## src/rtl/uart_prog_loader.sv

```systemverilog
// uart_prog_loader
// Receives a program image over an 8N1 UART line and writes it word by word
// into instruction memory while holding the CPU.
//   byte 0       : word count N (0 means 256 words)
//   bytes 1..4N  : instruction words, little-endian
//   last byte    : 8-bit additive checksum of the data bytes, only when
//                  built with `define LOADER_CHECKSUM_EN
// Without LOADER_CHECKSUM_EN the checksum state and accumulator are not built
// and chk_err is tied low.
module uart_prog_loader #(
    parameter int CLK_FREQ   = 50000000,
    parameter int BAUD       = 115200,
    parameter int ADDR_WIDTH = 8
) (
    input  logic                  clock_reg,
    input  logic                  reset,
    input  logic                  rx,
    output logic                  we,
    output logic [ADDR_WIDTH-1:0] wa,
    output logic [31:0]           wd,
    output logic                  cpu_hold,
    output logic                  done,
    output logic                  frame_err,
    output logic                  chk_err
);

    localparam int CLKS_PER_BIT = CLK_FREQ / BAUD;
    localparam int TIMER_W      = $clog2(CLKS_PER_BIT + 1);

    localparam logic [TIMER_W-1:0]    HALF_BIT  = TIMER_W'(CLKS_PER_BIT / 2);
    localparam logic [TIMER_W-1:0]    FULL_BIT  = TIMER_W'(CLKS_PER_BIT - 1);
    localparam logic [ADDR_WIDTH-1:0] WORD_STEP = ADDR_WIDTH'(4);

    typedef enum logic [1:0] {
        R_IDLE,
        R_START,
        R_DATA,
        R_STOP
    } rx_state_t;

    typedef enum logic [2:0] {
        L_IDLE,
        L_COUNT,
        L_DATA,
        L_CHK,
        L_DONE
    } ld_state_t;

    // ------------------------------------------------------------------
    // Receiver signals
    // ------------------------------------------------------------------
    logic                rx_meta;
    logic                rx_sync;

    rx_state_t           rx_state;
    rx_state_t           rx_state_next;
    logic [TIMER_W-1:0]  bit_timer;
    logic [TIMER_W-1:0]  bit_timer_next;
    logic [2:0]          bit_cnt;
    logic [2:0]          bit_cnt_next;
    logic [7:0]          shift_reg;
    logic [7:0]          shift_reg_next;
    logic                byte_valid;
    logic                byte_valid_next;
    logic [7:0]          rx_byte;
    logic [7:0]          rx_byte_next;
    logic                frame_err_next;

    // ------------------------------------------------------------------
    // Loader signals
    // ------------------------------------------------------------------
    ld_state_t           ld_state;
    ld_state_t           ld_state_next;
    logic [8:0]          words_left;
    logic [8:0]          words_left_next;
    logic [1:0]          byte_idx;
    logic [1:0]          byte_idx_next;
    logic                we_next;
    logic [ADDR_WIDTH-1:0] wa_next;
    logic [31:0]         wd_next;
    logic                cpu_hold_next;
    logic                done_next;

`ifdef LOADER_CHECKSUM_EN
    logic [7:0]          chk_acc;
    logic [7:0]          chk_acc_next;
    logic                chk_err_next;
`endif

    // Two-flop synchronizer; idles high so reset never looks like a start bit
    always_ff @(posedge clock_reg) begin
        if (!reset) begin
            rx_meta <= 1'b1;
            rx_sync <= 1'b1;
        end else begin
            rx_meta <= rx;
            rx_sync <= rx_meta;
        end
    end

    // Receiver state and datapath registers
    always_ff @(posedge clock_reg) begin
        if (!reset) begin
            rx_state   <= R_IDLE;
            bit_timer  <= '0;
            bit_cnt    <= '0;
            shift_reg  <= '0;
            byte_valid <= 1'b0;
            rx_byte    <= '0;
            frame_err  <= 1'b0;
        end else begin
            rx_state   <= rx_state_next;
            bit_timer  <= bit_timer_next;
            bit_cnt    <= bit_cnt_next;
            shift_reg  <= shift_reg_next;
            byte_valid <= byte_valid_next;
            rx_byte    <= rx_byte_next;
            frame_err  <= frame_err_next;
        end
    end

    // Receiver next state: start bit checked at mid-bit, then one sample per bit period
    always_comb begin
        rx_state_next   = rx_state;
        bit_timer_next  = bit_timer;
        bit_cnt_next    = bit_cnt;
        shift_reg_next  = shift_reg;
        byte_valid_next = 1'b0;
        rx_byte_next    = rx_byte;
        frame_err_next  = frame_err;

        case (rx_state)
            R_IDLE: begin
                if (!rx_sync) begin
                    rx_state_next  = R_START;
                    bit_timer_next = '0;
                end
            end

            R_START: begin
                if (bit_timer == HALF_BIT) begin
                    bit_timer_next = '0;
                    if (rx_sync) begin
                        rx_state_next = R_IDLE;
                    end else begin
                        rx_state_next = R_DATA;
                        bit_cnt_next  = '0;
                    end
                end else begin
                    bit_timer_next = bit_timer + 1'b1;
                end
            end

            R_DATA: begin
                if (bit_timer == FULL_BIT) begin
                    bit_timer_next = '0;
                    shift_reg_next = {rx_sync, shift_reg[7:1]};
                    bit_cnt_next   = bit_cnt + 1'b1;
                    if (bit_cnt == 3'd7) begin
                        rx_state_next = R_STOP;
                    end
                end else begin
                    bit_timer_next = bit_timer + 1'b1;
                end
            end

            R_STOP: begin
                if (bit_timer == FULL_BIT) begin
                    bit_timer_next = '0;
                    rx_state_next  = R_IDLE;
                    if (rx_sync) begin
                        byte_valid_next = 1'b1;
                        rx_byte_next    = shift_reg;
                    end else begin
                        frame_err_next  = 1'b1;
                    end
                end else begin
                    bit_timer_next = bit_timer + 1'b1;
                end
            end

            default: begin
                rx_state_next = R_IDLE;
            end
        endcase
    end

    // Loader state and output registers; every memory-side output is registered
    always_ff @(posedge clock_reg) begin
        if (!reset) begin
            ld_state   <= L_IDLE;
            words_left <= '0;
            byte_idx   <= '0;
            we         <= 1'b0;
            wa         <= '0;
            wd         <= '0;
            cpu_hold   <= 1'b0;
            done       <= 1'b0;
`ifdef LOADER_CHECKSUM_EN
            chk_acc    <= '0;
            chk_err    <= 1'b0;
`endif
        end else begin
            ld_state   <= ld_state_next;
            words_left <= words_left_next;
            byte_idx   <= byte_idx_next;
            we         <= we_next;
            wa         <= wa_next;
            wd         <= wd_next;
            cpu_hold   <= cpu_hold_next;
            done       <= done_next;
`ifdef LOADER_CHECKSUM_EN
            chk_acc    <= chk_acc_next;
            chk_err    <= chk_err_next;
`endif
        end
    end

`ifndef LOADER_CHECKSUM_EN
    assign chk_err = 1'b0;
`endif

    // Loader next state: count byte, little-endian word assembly, write pulse, completion
    always_comb begin
        ld_state_next   = ld_state;
        words_left_next = words_left;
        byte_idx_next   = byte_idx;
        we_next         = 1'b0;
        wa_next         = wa;
        wd_next         = wd;
        cpu_hold_next   = cpu_hold;
        done_next       = 1'b0;
`ifdef LOADER_CHECKSUM_EN
        chk_acc_next    = chk_acc;
        chk_err_next    = chk_err;
`endif

        case (ld_state)
            L_IDLE, L_COUNT: begin
                if (byte_valid) begin
                    words_left_next = (rx_byte == 8'd0) ? 9'd256 : {1'b0, rx_byte};
                    byte_idx_next   = '0;
                    wa_next         = '0;
                    cpu_hold_next   = 1'b1;
                    ld_state_next   = L_DATA;
`ifdef LOADER_CHECKSUM_EN
                    chk_acc_next    = '0;
`endif
                end
            end

            L_DATA: begin
                if (byte_valid) begin
                    case (byte_idx)
                        2'd0:    wd_next[7:0]   = rx_byte;
                        2'd1:    wd_next[15:8]  = rx_byte;
                        2'd2:    wd_next[23:16] = rx_byte;
                        default: wd_next[31:24] = rx_byte;
                    endcase
                    byte_idx_next = byte_idx + 1'b1;
                    if (byte_idx == 2'd3) begin
                        we_next = 1'b1;
                    end
`ifdef LOADER_CHECKSUM_EN
                    chk_acc_next = chk_acc + rx_byte;
`endif
                end
                if (we) begin
                    wa_next         = wa + WORD_STEP;
                    words_left_next = words_left - 9'd1;
                    if (words_left == 9'd1) begin
`ifdef LOADER_CHECKSUM_EN
                        ld_state_next = L_CHK;
`else
                        ld_state_next = L_DONE;
                        done_next     = 1'b1;
                        cpu_hold_next = 1'b0;
`endif
                    end
                end
            end

            L_CHK: begin
`ifdef LOADER_CHECKSUM_EN
                if (byte_valid) begin
                    if (rx_byte != chk_acc) begin
                        chk_err_next = 1'b1;
                    end
                    done_next     = 1'b1;
                    cpu_hold_next = 1'b0;
                    ld_state_next = L_DONE;
                end
`else
                ld_state_next = L_IDLE;
`endif
            end

            L_DONE: begin
                wa_next         = '0;
                words_left_next = '0;
                byte_idx_next   = '0;
                ld_state_next   = L_IDLE;
            end

            default: begin
                ld_state_next = L_IDLE;
            end
        endcase
    end

endmodule

```

## config.mk

```make
export PLATFORM = sky130hd
export DESIGN_NAME = uart_prog_loader
export DESIGN_NICKNAME = d
export VERILOG_FILES = /design/src/rtl/uart_prog_loader.sv
export SDC_FILE = /design/constraint.sdc
export NUM_CORES = 1
export LEC_CHECK = 0
export CORE_MARGIN = 3
export CORE_UTILIZATION = 40
export DETAILED_ROUTE_END_ITERATION = 12
export PLACE_DENSITY_LB_ADDON = 0.15
export SYNTH_ARGS = -nofsm -noshare
export SYNTH_HDL_FRONTEND = slang
export SYNTH_SLANG_ARGS = --single-unit
```

## constraint.sdc

```tcl
create_clock -name clock_reg -period 5.65 [get_ports clock_reg]
set_input_delay 0.565 -clock clock_reg [delete_from_list [all_inputs] [get_ports clock_reg]]
set_output_delay 0.565 -clock clock_reg [all_outputs]
set_load 0.01 [all_outputs]
```

After elaboration in Yosys (flattened, before gate mapping) --
Index checks and enable logic that the tools add are counted.
Storage, ports and cells: input port bits 3, output and inout port bits 45, word-level logic and storage cells 112, bits in registers 91
Cells by class: add/sub/neg operators 5, multiplexer cells 36, reduce and logical (&&, ||, !) cells 26, equal/unequal tests 23, bitwise logic cells 2
Operators with widths (count):
- $mux W9 | 6
- $pmux W9 S3 | 2
- $reduce_and A3 Y1 | 12
- $pmux W8 S3 | 1
- $ne A2 B2 Y1 const B | 10
- $mux W3 | 6
- $mux W2 | 8
- $mux W8 | 2
- $pmux W3 S2 | 2
- $add A9 B1 Y9 const B | 1
- $eq A9 B1 Y1 const B | 1
- $eq A9 B8 Y1 const B | 1
- $eq A9 B9 Y1 const B | 1
- $sub A9 B1 Y9 const B | 1
- $add A8 B3 Y8 const B | 1
- $eq A2 B2 Y1 const B | 4
- $logic_not A8 Y1 | 1
- $pmux W2 S4 | 1
- $reduce_and A4 Y1 | 2
- $eq A3 B3 Y1 const B | 2
- $mux W1 | 6
- $pmux W2 S3 | 1
- $reduce_and A5 Y1 | 1
- $eq A2 B1 Y1 const B | 2
- 13 further kinds | 17

Depth between registers and ports, before layout --
Gate-level depths: netlist (run 1).
word-level depth 4, depth in mapped cells 8

Worst setup path after synthesis (run 1) --
No wires, ideal clock.
path type register to register, start point register ld_state[1], end point register wa[7], clock period less this slack 1.850 ns, cell stages (with the launch flop) 7, arrival time 1.778 ns, data required time 5.578 ns, setup slack 3.800 ns, cells stage by stage dfxtp_1 > inv_1 > ha_1 > nor2b_2 > or3_4 > or4_1 > a21oi_1
Between the ends: cells in the longest elaborated chain, start to end 4, elaborated cells on any way between the ends 10, those cells by class 5 x eq/ne; 1 x mux; 4 x reduce/logical
RTL lines:
- start, declared | line 72 | ld_state_t ld_state;
- start signal, assigned | line 204 | ld_state <= ld_state_next;
- $eq A3 B1 Y1 or $logic_not A3 Y1 (tied branches) | line 238 | case (ld_state)
- $reduce_or A2 Y1 | line 238
- $ne A2 B2 Y1 (no line) or $reduce_bool A3 Y1 (tied branches)
- $reduce_and A3 Y1 (no line)
- end signal, assigned | line 208 | wa <= wa_next;
- end, declared | line 19 | output logic [ADDR_WIDTH-1:0] wa,
Parallel ways exist; a longest one is shown, timed or not. A chain may end at the register's enable or synchronous reset.

Worst setup path after layout (run 1) --
start point register ld_state[2], end point register words_left[8]
Between the ends: cells in the longest elaborated chain, start to end 4, elaborated cells on any way between the ends 10, those cells by class 5 x eq/ne; 1 x mux; 4 x reduce/logical
RTL lines:
- $eq A3 B1 Y1 or $logic_not A3 Y1 (tied branches) | line 238
- $reduce_or A2 Y1 | line 238
- $ne A2 B2 Y1 (no line) or $reduce_bool A3 Y1 (tied branches)
- $reduce_and A3 Y1 (no line)
- end signal, assigned | line 205 | words_left <= words_left_next;
- end, declared | line 74 | logic [8:0] words_left;
Parallel ways exist; a longest one is shown, timed or not.

==> results of run 1 <==
-- placed cells by master, fill, tap and decap left out, drive strengths merged, types with 4 or more instances in the layout --
cell           Yosys  final
ha                15     15
mux2i             29     29
nor3               5      5
a22o               5      5
a21oi             43     43
o21ai             14     14
clkbuf            19      9
nor2              87     87
nor4               4      4
dfxtp             88     88
nand2b             6      6
clkinv             1      5
or3                6      6
clkdlybuf4s50      0     44
nor2b              6      6
nand3             12     12
nand4              4      4
nand2             21     21
o21a               6      6
inv               15     15
-- metrics by stage --
stage          setup slack [ns]  power, mW  instances   util  hold WS [ns]
2_1_floorplan              3.80      0.656        451      -         0.386
4_1_cts                    3.25       1.09        615  0.492         0.428
3_5_place_dp               2.99      0.662        599  0.471         0.402
3_3_place_gp               3.04      0.662        599  0.471         0.396
5_1_grt                    2.97       1.12        615  0.492         0.457
6_report                   3.30       1.08        615  0.492         0.423
-- final timing paths --
kind	from	endpoint	slack, ns	depth (start not counted)
setup / recovery	ld_state[2]	words_left[8]	3.30	6
hold / removal	rx_meta	rx_sync	0.42	1
setup reg to reg	ld_state[2]	words_left[8]	3.30	6
hold reg to reg	rx_meta	rx_sync	0.42	1
-- logic make-up after synthesis --
logic type | Yosys count | share of synthesized area
multiplexers | 30 | 0.0770
adder cells (fa/ha/maj) | 15 | 0.0479
flip-flops | 88 | 0.450
AO/OA/AOI/OAI | 93 | 0.150
buffers and inverters | 42 | 0.0447
XOR/XNOR | 3 | 0.00671
AND/OR/NAND/NOR | 177 | 0.223
other | 1 | 0.000958
-- worst max-delay path, cell delays in order (launching register included) --
cell and delay (ns):
sky130_fd_sc_hd__dfxtp_1 0.36, sky130_fd_sc_hd__inv_1 0.09, sky130_fd_sc_hd__ha_1 0.36, sky130_fd_sc_hd__nor2b_1 0.24
sky130_fd_sc_hd__nor3_1 0.84, sky130_fd_sc_hd__o311a_1 0.32, sky130_fd_sc_hd__nor2_1 0.04
-- layout make-up --
| cell class | count | area share |
|---|---|---|
| Inverter | 16 | 0.0130 |
| Tap cell | 129 | 0.0350 |
| Timing Repair Buffer | 45 | 0.0971 |
| Clock buffer | 9 | 0.0269 |
| Clock inverter | 7 | 0.0157 |
| Multi-Input combinational cell | 321 | 0.430 |
| Sequential cell | 88 | 0.382 |
-- routing by layer --
metal | vias to the layer above | wire, microns
li1 | 1628 | -
met1 | 1457 | 4460
met2 | 57 | 3760
met3 | 10 | 341
met4 | 0 | 105
met5 | - | 0
-- power by group --
| part | switching, mW | total (mW) | internal [mW] |
|---|---|---|---|
| clock network | 0.226 | 0.430 | 0.204 |
| registers | 0.00239 | 0.624 | 0.622 |
| logic | 0.0167 | 0.0232 | 0.00656 |
==> summary.txt, run 1 <==
CTS
  • Num Clock Sinks: 88
  • TritonCTS clock tree: built
  • Worst-path clk slew: 0.09 ns
  • Source-to-sink clock delay at the later pin of the worst-skew pair: 0.35 ns
  • H-tree lvl count: 3
  • CTS root buffer: sky130_fd_sc_hd__clkbuf_8
  • Buffers from clock root to sink, at most: 2
  • Setup Buffers After CTS: 0
  • TritonCTS Buffers: 9
  • Post_cts resized: 0
  • Hold-fix buffers, CTS: 0

Pwr
  • P per Cell Area: 233 mW/mm^2
  • Worst-case vdd ir drop: 0.000132 V
  • Leakage power of the design: 1.73 nW

Global routing
  • GR Layer Usage met3: 0.0327
  • First-pass GRT wire length: 14.6 mm
  • Antenna violations before repair: 0
  • Global-route total usage across every layer: 0.162
  • Global-route layer with the greatest usage: met2
  • Via count of the first global-routing pass: 2,950
  • Met1 GRT Util: 0.232
  • Remaining global-route overflow: 0
  • Pin count of the biggest net entering global routing: 71
  • Met2 track utilization from global routing: 0.244

Route
  • Pre-Repair DR Iteration Count: 4
  • Final WL: 8.66 mm
  • Remaining antenna violation count: 0
  • Detail-routed net length per standard cell: 14.1 microns
  • 1st-iter DRT viols: 132
  • Via total after detailed routing: 3,152
  • DRC Markers: 0
  • Post-DR vias/cell: 5.13

Place
  • Port buffer count: 44
  • Detailed Place HPWL: 5.71 mm
  • Gpl congestion: 0.781
  • Placement-stage cell area: 0.00442 sq mm

Layout
  • NumNets Final: 499
  • Registers with the highest flip-flop counts: wd: 32 flops, bit_timer: 9 flops, words_left: 9 flops
  • Largest register by flop count: wd
  • Ant diodes: 0
  • P&R area growth vs syn: 17.8%
  • Sequential cell area in the final layout: 0.00176 sq mm
  • Flip-flop count of the largest register, all copies and words added: 32
  • Number of fill cells in the layout: 930
  • Area of the multi-input gates: 0.00199 sq mm
  • Final non-filler cell area: 0.00461 sq mm
  • Layout cells sized above 1: 0.0658

Die
  • I/O pins: 48
  • Width of the die: 105 microns
  • Die Span Y: 105 microns
  • Area of the core: 0.00937 sq mm
  • Number of standard-cell rows in the floorplan: 35
  • Starting density of the core: 0.418
  • Die area: 0.0110 sq mm

Timing
  • Aggregate negative setup slack: 0 ns
  • Largest clock skew in the final design: 0.0134 ns
  • Count of endpoints failing hold in the final timing report: 0
  • Unrepaired setup endpoints after global routing: false
  • Shortest period the worst path allows: 2.35 ns
  • Final setup violation count: 0
  • Achievable frequency: 426 MHz
  • Slew Limit Headroom: 0.261
  • Tcrit/Tclk final: 0.416
  • Worst slew pin tran: 1.10 ns
  • Final slew viol count: 0

Logic synthesis
  • Cell Area, Synth: 0.00392 sq mm
  • Leading cell types by total area after synthesis: sky130_fd_sc_hd__dfxtp_1, sky130_fd_sc_hd__nor2_1, sky130_fd_sc_hd__mux2i_1, sky130_fd_sc_hd__a21oi_1, sky130_fd_sc_hd__ha_1
  • Flop and latch count out of synthesis: 88
  • Top-area cell type share of the netlist area: 0.450
  • Synth area leader: sky130_fd_sc_hd__dfxtp_1
  • Number of distinct library cells after synthesis: 56
  • Number of enable-type register cells in the synthesized netlist: 0
  • Most repeated cell in the gate-level netlist after synthesis: sky130_fd_sc_hd__dfxtp_1
  • Number of instances in the synthesized netlist: 449
  • Number of warnings reported in the yosys synthesis log: 0
  • Most frequently used flop master after synthesis: sky130_fd_sc_hd__dfxtp_1
  • Sequential fraction of the synthesis area: 0.450
  • Synthesized area divided by synthesized cell count: 8.72 sq um
  • Share of async-settable or async-resettable flops after synthesis: 0
  • Ranking of synthesized cells by instance count: sky130_fd_sc_hd__dfxtp_1, sky130_fd_sc_hd__nor2_1, sky130_fd_sc_hd__a21oi_1, sky130_fd_sc_hd__mux2i_1, sky130_fd_sc_hd__nand2_1

Worst setup path
  • Worst Path Max Fanout: 16
  • Data required, critical path: 5.90 ns
  • Crit. End Element: flop
  • Startpoint type of the worst setup path: flop
  • Worst setup path class: reg2reg
  • Data arrival time of the critical path: 2.59 ns

Flow run
  • Max-cap violation count: 0

Worst hold path
  • Min-Delay Path Class: reg2reg

Run status
  • Status: completed
Note: power is estimated with default switching activity, not from simulation.
==> inputs of run 2 (changes only) <==
==> constraint.sdc (replaced) <==
create_clock -name clock_reg -period 2.12 [get_ports clock_reg]
set_input_delay 0.212 -clock clock_reg [delete_from_list [all_inputs] [get_ports clock_reg]]
set_output_delay 0.212 -clock clock_reg [all_outputs]
set_load 0.01 [all_outputs]
==> run 2 against run 1 <==
Setup slack worse by 3.1 ns; global-route usage up 0.33 points; clock skew fell by 0.0038 ns; first-iteration DRC count is 11% lower; non-clock buffer count increased by 10; critical path depth did not move; fmax increased by 20%; design area increased by 1.7%; die area unchanged; worst hold slack got worse by 0.0068 ns; via count up 1.8%; core utilization is 0.85 points higher; highest routed layer unchanged.
==> summary.txt, run 2 (synthesis results as in run 1) <==
Global routing
  • Remaining global-route overflow: 0 (unchanged)
  • Pin count of the biggest net entering global routing: 68 (-4.2%)
  • Via count of the first global-routing pass: 3,027 (+2.6%)
  • Antenna violations before repair: 0 (unchanged)
  • Global-route total usage across every layer: 0.166 (+0.00335)
  • First-pass GRT wire length: 14.9 mm (+2.1%)

Timing
  • Worst slew pin tran: 0.592 ns (-0.509 ns)
  • Count of endpoints failing hold in the final timing report: 0 (unchanged)
  • Shortest period the worst path allows: 1.95 ns (-0.398 ns)
  • Final slew viol count: 0 (unchanged)
  • Tcrit/Tclk final: 0.920 (+0.504)
  • Aggregate negative setup slack: 0 ns (unchanged)
  • Slew Limit Headroom: 0.604 (+0.344)
  • Final setup violation count: 0 (unchanged)
  • Largest clock skew in the final design: 0.00967 ns (-0.00376 ns)
  • Unrepaired setup endpoints after global routing: false
  • Min setup slack post-route: 0.169 ns (-3.13 ns)
  • Achievable frequency: 513 MHz (+20%)

Route
  • Post-DR vias/cell: 5.14 (+0.21%)
  • 1st-iter DRT viols: 117 (-11%)
  • Detail-routed net length per standard cell: 14.0 microns (-0.55%)
  • Pre-Repair DR Iteration Count: 4 (unchanged)
  • DRC Markers: 0 (unchanged)
  • Via total after detailed routing: 3,210 (+1.8%)
  • Final WL: 8.75 mm (+1.1%)
  • Remaining antenna violation count: 0 (unchanged)

Layout
  • Registers with the highest flip-flop counts: wd: 32 flops, bit_timer: 9 flops, words_left: 9 flops
  • Largest register by flop count: wd
  • Ant diodes: 0 (unchanged)
  • Most frequent standard cell in the layout excluding fill and tap cells: sky130_fd_sc_hd__dfxtp_1
  • Highest-count cells in the layout ignoring fill and taps: sky130_fd_sc_hd__dfxtp_1, sky130_fd_sc_hd__nor2_1, sky130_fd_sc_hd__clkdlybuf4s50_1, sky130_fd_sc_hd__a21oi_1, sky130_fd_sc_hd__mux2i_1
  • Area of the multi-input gates: 0.00199 sq mm (unchanged)
  • NumNets Final: 509 (+2.0%)
  • Final non-filler cell area: 0.00469 sq mm (+1.7%)
  • Layout cells sized above 1: 0.0806 (+0.0148)
  • Flip-flop count of the largest register, all copies and words added: 32 (unchanged)
  • Number of cells in the finished layout apart from fillers: 625 (+1.6%)
  • P&R area growth vs syn: 19.9%
  • Number of fill cells in the layout: 923 (-0.75%)
  • Sequential cell area in the final layout: 0.00176 sq mm (unchanged)

CTS
  • Worst-path clk slew: 0.09 ns (about the same)
  • CTS root buffer: sky130_fd_sc_hd__clkbuf_8
  • TritonCTS clock tree: built
  • Source-to-sink clock delay at the later pin of the worst-skew pair: 0.35 ns (about the same)
  • Num Clock Sinks: 88 (unchanged)
  • TritonCTS Buffers: 9 (unchanged)
  • H-tree lvl count: 3 (unchanged)
  • Setup Buffers After CTS: 0 (unchanged)
  • Hold-fix buffers, CTS: 0 (unchanged)
  • Post_cts resized: 0 (unchanged)
  • Buffers from clock root to sink, at most: 2 (unchanged)

Place
  • Gpl congestion: 0.793 (+1.6%)
  • Detailed Place HPWL: 5.81 mm (+1.7%)
  • Post-Place Worst Slack: 0.189 ns (-2.80 ns)
  • Port buffer count: 44 (unchanged)
  • Placement-stage cell area: 0.00450 sq mm (+2.0%)
  • Total instance count after detailed placement: 609 (+1.7%)

Die
  • Width of the die: 105 microns (unchanged)
  • Die area: 0.0110 sq mm (unchanged)
  • Starting density of the core: 0.418 (unchanged)
  • Die Span Y: 105 microns (unchanged)
  • Number of standard-cell rows in the floorplan: 35 (unchanged)
  • Area of the core: 0.00937 sq mm (unchanged)
  • I/O pins: 48 (unchanged)

Worst setup path
  • Cell-by-cell trace of the critical path: inv_1, ha_1, nor2b_2, or3_4, or4_1, a21oi_1
  • Worst setup path class: reg2reg
  • Crit. End Element: flop
  • Data arrival time of the critical path: 2.23 ns (-0.36 ns)
  • Startpoint type of the worst setup path: flop
  • Critical path's slowest cell: sky130_fd_sc_hd__or4_1
  • Data required, critical path: 2.40 ns (-3.50 ns)
  • CP peak stage delay: 0.50 ns (-0.34 ns)
  • Worst Path Max Fanout: 7 (-9)

Pwr
  • Leakage power of the design: 1.79 nW (+3.3%)
  • P per Cell Area: 611 mW/mm^2 (+160%)
  • Worst-case vdd ir drop: 0.000457 V (+250%)

Run status
  • Status: completed

Flow run
  • Max-cap violation count: 0 (unchanged)

Worst hold path
  • Min-Delay Path Class: in2reg
[run 2: layer usage]
metal	global-route usage	part of all wire	up-vias
met1	0.229	0.50	1504
met4	0.0534	0.013	0
met5	0	0	-
li1	-	-	1642
met3	0.0469	0.057	7
met2	0.250	0.43	57
[run 2: critical path, delay by kind of cell (launching register included)]
kind / cells / cell delay [ns]
flip-flops: 1 / 0.36
AO/OA/AOI/OAI: 1 / 0.14
buffers and inverters: 1 / 0.08
AND/OR/NAND/NOR: 3 / 1.09
adder cells (fa/ha/maj): 1 / 0.22
[run 2: layout make-up]
cell class	count	share of cell area
repair buffers	55	0.114
clock buffers	11	0.0280
well taps	129	0.0344
inverters	16	0.0128
clock inverters	5	0.0123
multi-input cells	321	0.423
flip-flops and latches	88	0.375
[run 2: final timing paths]
check / from / end / slack [ns] / cells after the start
worst min register to register: rx_meta / rx_sync / 0.42 / 1
worst max register to register: ld_state[1] / wa[7] / 0.17 / 6
worst min-delay path: rx / rx_meta / 0.42 / 2
worst max-delay path: ld_state[1] / wa[7] / 0.17 / 6
[run 2: per-stage QoR]
step	hold slack (ns)	util	total power [mW]
floorplan	0.285	-	1.75
global placement	0.391	0.481	1.77
detailed placement	0.407	0.481	1.77
CTS	0.403	0.501	2.91
global route	0.419	0.501	2.99
finish	0.416	0.501	2.87
[run 2: power breakdown]
group / internal [mW] / total [mW] / switching [mW]
clock network: 0.547 / 1.13 / 0.588
registers: 1.66 / 1.66 / 0.00641
logic: 0.0243 / 0.0704 / 0.0461
